==> src/rtl/led_matrix_pkg.sv <==
`default_nettype none
// ---------------------------------------------------------------------------
// led_matrix_pkg
// Shared geometry, frame type and scan state encoding for the LED matrix
// row-scan driver.
// Revision: 1.0
// ---------------------------------------------------------------------------
package led_matrix_pkg;

  localparam int ROWS = 16;
  localparam int COLS = 16;

  // One full colour plane, indexed [row][col].
  typedef logic [ROWS-1:0][COLS-1:0] frame_t;

  typedef enum logic [1:0] {
    OFF   = 2'd0,
    BLANK = 2'd1,
    SHOW  = 2'd2
  } scan_state_t;

endpackage : led_matrix_pkg
`default_nettype wire

==> src/rtl/led_matrix_scan_timer.sv <==
`default_nettype none
// ---------------------------------------------------------------------------
// scan_timer
// Owns the scan state, the current row and the dwell counter, and emits
// strobes telling the output stage when to capture, light or blank a row.
// Revision: 1.0
// ---------------------------------------------------------------------------
module scan_timer
  import led_matrix_pkg::*;
#(
  parameter int BLANK_CYCLES = 50,
  parameter int SHOW_CYCLES  = 2500
) (
  input  logic       clk,
  input  logic       rst,
  input  logic       enable,
  output logic [3:0] row,
  output logic       load_row,
  output logic       blank_row,
  output logic       capture
);

  localparam int MAX_CYCLES = (BLANK_CYCLES > SHOW_CYCLES) ? BLANK_CYCLES : SHOW_CYCLES;
  localparam int CNT_W      = (MAX_CYCLES > 1) ? $clog2(MAX_CYCLES) : 1;
  localparam logic [CNT_W-1:0] BLANK_LAST = CNT_W'(BLANK_CYCLES - 1);
  localparam logic [CNT_W-1:0] SHOW_LAST  = CNT_W'(SHOW_CYCLES - 1);
  localparam logic [3:0]       LAST_ROW   = 4'(ROWS - 1);

  scan_state_t      state, state_nxt;
  logic [CNT_W-1:0] cnt, cnt_nxt;
  logic [3:0]       row_nxt;

  // State, dwell counter and row registers.
  always_ff @(posedge clk or posedge rst) begin
    if (rst) begin
      state <= OFF;
      cnt   <= '0;
      row   <= '0;
    end else begin
      state <= state_nxt;
      cnt   <= cnt_nxt;
      row   <= row_nxt;
    end
  end

  // Next-state logic and output-stage strobes; dropping enable abandons the
  // frame so a later re-enable always restarts from row 0.
  always_comb begin
    state_nxt = state;
    cnt_nxt   = cnt;
    row_nxt   = row;
    load_row  = 1'b0;
    blank_row = 1'b0;
    capture   = 1'b0;
    case (state)
      OFF: begin
        if (enable) begin
          state_nxt = BLANK;
          cnt_nxt   = '0;
          row_nxt   = '0;
          capture   = 1'b1;
        end
      end
      BLANK: begin
        if (!enable) begin
          state_nxt = OFF;
          cnt_nxt   = '0;
          row_nxt   = '0;
          blank_row = 1'b1;
        end else if (cnt == BLANK_LAST) begin
          state_nxt = SHOW;
          cnt_nxt   = '0;
          load_row  = 1'b1;
        end else begin
          cnt_nxt = cnt + 1'b1;
        end
      end
      SHOW: begin
        if (!enable) begin
          state_nxt = OFF;
          cnt_nxt   = '0;
          row_nxt   = '0;
          blank_row = 1'b1;
        end else if (cnt == SHOW_LAST) begin
          state_nxt = BLANK;
          cnt_nxt   = '0;
          blank_row = 1'b1;
          if (row == LAST_ROW) begin
            row_nxt = '0;
            capture = 1'b1;
          end else begin
            row_nxt = row + 4'd1;
          end
        end else begin
          cnt_nxt = cnt + 1'b1;
        end
      end
      default: begin
        state_nxt = OFF;
        cnt_nxt   = '0;
        row_nxt   = '0;
        blank_row = 1'b1;
      end
    endcase
  end

endmodule : scan_timer
`default_nettype wire

==> src/rtl/led_matrix_scan.sv <==
`default_nettype none
// ---------------------------------------------------------------------------
// led_matrix_scan
// Bicolour 16x16 LED matrix row-scan driver. Frames are shadowed at each
// frame boundary to avoid tearing; every row is preceded by a blank interval.
// Revision: 1.0
// ---------------------------------------------------------------------------
module led_matrix_scan
  import led_matrix_pkg::*;
#(
  parameter int BLANK_CYCLES = 50,
  parameter int SHOW_CYCLES  = 2500
) (
  input  logic            clk,
  input  logic            rst,
  input  logic            enable,
  input  frame_t          RedPixels,
  input  frame_t          GrnPixels,
  output logic [ROWS-1:0] RowSink,
  output logic [COLS-1:0] RedDriver,
  output logic [COLS-1:0] GrnDriver,
  output logic            frame_start
);

  logic [3:0] row;
  logic       load_row;
  logic       blank_row;
  logic       capture;
  frame_t     red_q;
  frame_t     grn_q;

  scan_timer #(
    .BLANK_CYCLES (BLANK_CYCLES),
    .SHOW_CYCLES  (SHOW_CYCLES)
  ) u_scan_timer (
    .clk       (clk),
    .rst       (rst),
    .enable    (enable),
    .row       (row),
    .load_row  (load_row),
    .blank_row (blank_row),
    .capture   (capture)
  );

  // Shadow frames and registered matrix outputs; a row is lit only by
  // load_row, so drivers never change while RowSink is dark.
  always_ff @(posedge clk or posedge rst) begin
    if (rst) begin
      red_q       <= '0;
      grn_q       <= '0;
      RowSink     <= '0;
      RedDriver   <= '0;
      GrnDriver   <= '0;
      frame_start <= 1'b0;
    end else begin
      frame_start <= capture;
      if (capture) begin
        red_q <= RedPixels;
        grn_q <= GrnPixels;
      end
      if (load_row) begin
        RowSink   <= ROWS'(1) << row;
        RedDriver <= red_q[row];
        GrnDriver <= grn_q[row];
      end else if (blank_row) begin
        RowSink   <= '0;
        RedDriver <= '0;
        GrnDriver <= '0;
      end
    end
  end

endmodule : led_matrix_scan
`default_nettype wire

==> config.mk <==
export PLATFORM = sky130hd
export DESIGN_NAME = led_matrix_scan
export DESIGN_NICKNAME = d
export VERILOG_FILES = /design/src/rtl/led_matrix_pkg.sv /design/src/rtl/led_matrix_scan_timer.sv /design/src/rtl/led_matrix_scan.sv
export SDC_FILE = /design/constraint.sdc
export NUM_CORES = 1
export LEC_CHECK = 0
export CORE_ASPECT_RATIO = 1.25
export CORE_MARGIN = 5
export CORE_UTILIZATION = 51
export CTS_CLUSTER_DIAMETER = 60
export DETAILED_ROUTE_END_ITERATION = 16
export PLACE_DENSITY = 0.87
export SETUP_SLACK_MARGIN = 0.5
export SYNTH_ARGS = -nofsm -noshare
export SYNTH_HDL_FRONTEND = slang
export SYNTH_SLANG_ARGS = --single-unit
==> constraint.sdc <==
create_clock -name clk -period 23.5 [get_ports clk]
set_clock_uncertainty 0.2 [all_clocks]
set_input_delay 4.7 -clock clk [delete_from_list [all_inputs] [get_ports clk]]
set_output_delay 4.7 -clock clk [all_outputs]
set_load 0.005 [all_outputs]
# After elaboration in Yosys (flattened, before gate mapping)
# Index checks and enable logic that the tools add are counted.
# classes
n_addsub	2
magnitude_cmp	1
eq_ne	9
shift	1
n_mux	38
reduce_logical	4
# ops
operator	count
16-bit binary-select mux with 4-bit select	2
16-bit 2-to-1 mux	6
12-bit 2-to-1 mux	5
12-bit one-hot mux with 3 select lines	1
4-bit 2-to-1 mux	5
1-bit by 4-bit left shift with 16-bit output, first input constant	1
12-bit by 1-bit adder with 12-bit output, second input constant	1
12-bit == test, second input constant	1
12-bit by 6-bit == test with 1-bit output, second input constant	1
4-bit one-hot mux with 3 select lines	1
1-bit 2-to-1 mux	10
2-bit 2-to-1 mux	5
3-bit by 2-bit != test with 1-bit output, second input constant	2
2-bit one-hot mux with 3 select lines	1
3-bit AND reduction	2
4-bit by 5-bit less-than comparator with 1-bit output, second input constant	1
4-bit by 1-bit adder with 4-bit output, second input constant	1
4-bit == test, second input constant	1
2-bit != test, second input constant	2
1-bit one-hot mux with 3 select lines	1
2-bit by 1-bit == test with 1-bit output, second input constant	1
2-bit == test, second input constant	1
2-bit zero test	1
1-bit one-hot mux with 2 select lines	1
2-bit nonzero test	1
# totals
ff_bits	579

# Depth between registers and ports, before layout
# depth
word_depth	6
ltp_mapped	9
depth_no_buf	6

# Hierarchy
# Synthesis repeated with hierarchy kept, for this count alone.
# unflattened
hier_cells	1690
area_unflattened_um2	25871.1
# by_module_without_submodules
mod	instances	cells_per_inst	area_each_um2
led_matrix_scan	1	1567	24698.7
scan_timer	1	123	1172.4

# Worst setup path after synthesis
# OpenSTA, ideal clock, no wires.
# synth_path
path_type	input to register
start	in enable
end	reg u_scan_timer.cnt[10]
setup_time_ns	0.078
arrival_ns	5.999
t_required_ns	23.222
path_slack_ns	17.223
path_stages	6
cell_sequence	buf_2 nand2b_1 buf_2 nand3_1 or4b_2 a21oi_1
# synth_via
elab_chain_cells	2
word_cells_on_any_way	4
cone_classes	eq/ne: 1; mux: 3
# synth_rtl
item	line	rtl
start, declared	led_matrix_scan.sv:16	input logic enable,
12-bit 2-to-1 mux (on tied branches)	led_matrix_scan_timer.sv:79, led_matrix_scan_timer.sv:65	
12-bit one-hot mux with 3 select lines	led_matrix_scan_timer.sv:55	case (state)
end signal, assigned	led_matrix_scan_timer.sv:41	cnt <= cnt_nxt;
end, declared	led_matrix_scan_timer.sv:30	logic [CNT_W-1:0] cnt, cnt_nxt;
# Parallel ways exist; a longest one is shown, timed or not.
# A chain may end at the register's enable or synchronous reset.

==> impl_metrics.toml <==
[global_route]
grt_max_degree = 185
use_met3_pct = 5.83
grt-busiest-layer = "met2"
antenna_found_initial = 37
grt_pass1_vias = 19400
use_met2_pct = 46.4
grt_pass1_wl_mm = 118
grtUsageTotal_pct = 27.4
use_met1_pct = 33.1
grt_remaining_overflow = 0

[critical_path]
endpoint = "red_q[17]"
r2r-end = "red_q[180]"
crit_type = "in -> async"
start_kind = "input pin"
cp.required_ns = 23.83
arrival_ns = 9.53
rr_startpoint = "u_scan_timer.row[1]"
r2r_cells = 7
ff2ff_setup_slack_ns = 17.84
crit_path_max_fanout = 118
critPathCaptureType = "async pin"
worstSetupStartpoint = "rst"

[timing]
setup_tns_ns = 0
slew_violations = 0
period_share_pct = 39.1
min_period_ns = 9.20
hold_viol_final = 0
slew_headroom_pct = 17.7
max_freq_mhz = 109
tightest_slew_ns = 1.23
finalSetupViolCount = 0
grt_setup_unrepaired = "false"

[logic_synthesis]
synth.distinct_cells = 50
synth_flop_cell = "dfrtp_1"
ys_seq_area_share_pct = 55.2
yosys_warnings = 0
async_reset_ff_share_pct = 100
ys_seq_elements = 579
synthCells = 1748
netlist_area_um2 = 26300
postSynthNetCount = 2275
synth_enable_flop_cells = 0
syn_avg_cell_area_um2 = 15.0

[power]
fin_total_pwr_mw = 3.80
peakVddDrop_v = 0.0000813
power_density_nw_per_um2 = 112
total_leakage_power_nw = 13.6

[floorplanning]
design.core.area_um2 = 51300
die-area_um2 = 56200
start_util_pct = 51.2
die_y_um = 264
io_pins = 564
fp.dieW_um = 213
rows = 93

[layout]
final_cell_area_um2 = 34000
layout.nets = 2795
fillCellCount = 3559
drive_gt1_share_pct = 10.3
final_cell_mix = "576 x dfrtp_1, 563 x clkdlybuf4s50_1, 472 x mux2_1"
seq_area_um2 = 14500
syn_to_final_growth_pct = 29.6
final_cells = 3008
multi_input_area_um2 = 10700
fin_util_pct = 66.3
layout_commonest_cell = "dfrtp_1"

[place]
port_buffers = 563
dp_hpwl_mm = 56.4
place_area_um2 = 32000
place_inst = 2874
finalWeightedCongestion = 0.881

[drt]
routed_wl_mm = 78.9
vias = 17700
post_drt_via_cell_ratio = 5.88
drt_first_iter_violations = 1346
remaining_drc_errors = 0
antenna_left = 0
post_drt_wl_per_cell_um = 26.2
first_pass_iters = 5

[cts]
cts_buffer_depth = 3
htreeDepth = 2
post-cts-setup-buffers = 0
cts_tree = "built"
clk_latency_ns = 0.61
cts.sinks = 579
ctsHoldBuffers = 0
numCtsBuffers = 57
path_clk_slew_ns = 0.06
cts_resized = 0
cts_root_buf = "clkbuf_16"

[outcome]
status = "finished clean"

[min_path]
worstHoldPathType = "reg -> reg"

[flow_run]
drv_cap = 0
-- per-layer routing --
layer / wire [um] / up-vias
li1: - / 7604
met1: 28700 / 9202
met2: 40800 / 702
met3: 5680 / 177
met4: 3620 / 10
met5: 65 / -
-- metrics by stage --
stage	worst slack (ns)	hold slack [ns]
after floorplan	2.40	0.252
after global placement	13.67	0.261
after detailed placement	13.46	0.269
after CTS	14.10	0.284
after global routing	13.46	0.296
final	14.30	0.284
-- synth_stat cells (all sizes together) (8+ instances only) --
cell / instances / area (um^2)
o21ai: 40 / 200
buf: 84 / 808
inv: 42 / 158
nand2: 11 / 41.3
a22o: 12 / 105
clkbuf: 43 / 161
nand4: 9 / 56.3
nor2: 13 / 48.8
mux2i: 130 / 1300
mux2: 514 / 5790
o2111ai: 32 / 280
nand3: 8 / 40.0
a22oi: 65 / 488
ha: 12 / 150
o221ai: 32 / 280
mux4: 63 / 1420
dfrtp: 579 / 14500
-- how the worst min path moves through the flow --
stage	startpoint	endpoint	slack, ns	cells past startpoint
floorplan	grn_q[161]	grn_q[161]	0.25	1
global placement	grn_q[179]	grn_q[179]	0.26	1
detailed placement	red_q[161]	red_q[161]	0.27	1
CTS	grn_q[238]	grn_q[238]	0.28	1
global route	red_q[162]	red_q[162]	0.30	1
finish	grn_q[145]	grn_q[145]	0.28	1
-- cell type report --
type / instances / area share [%]
clock inverter: 16 / 0.526
clock buffer: 89 / 5.17
antenna: 29 / 0.213
inverter: 42 / 0.485
sequential: 579 / 42.6
multi-input combinational: 1000 / 31.4
tap: 665 / 2.44
timing repair buffer: 588 / 17.2
-- flip-flops by register name (all words and copies together) (netlist names) --
register / flops
u_scan_timer.row: 4
frame_start: 1
u_scan_timer.cnt: 12
GrnDriver: 16
RedDriver: 16
red_q: 256
grn_q: 256
RowSink: 16
u_scan_timer.state: 2
-- cells by family (layout without fill, tap and decap cells) --
kind of cell | count (synthesis) | after routing | synth area share (%)
mux | 707 | 707 | 32.4
compound gates | 204 | 204 | 5.81
other cells | 0 | 29 | 0
flops | 579 | 579 | 55.2
buf+inv | 169 | 735 | 4.29
simple gates | 72 | 72 | 1.61
fa+ha+maj | 12 | 12 | 0.572
xor+xnor | 5 | 5 | 0.167
-- critical path, cell delays in order --
cell and delay [ns]:
clkdlybuf4s50_1 0.50, inv_8 0.57, buf_4 0.82, buf_4 0.85, buf_4 0.86, buf_4 1.01
-- power by group --
group / internal, mW / switching [mW] / total, mW / leakage [nW]
Sequential: 1.46 / 0.255 / 1.71 / 6.93
Combinational: 0.620 / 0.527 / 1.15 / 5.74
Clock: 0.546 / 0.393 / 0.939 / 0.954
Total: 2.62 / 1.17 / 3.80 / 13.6
Power figures use the tool's default switching activity.
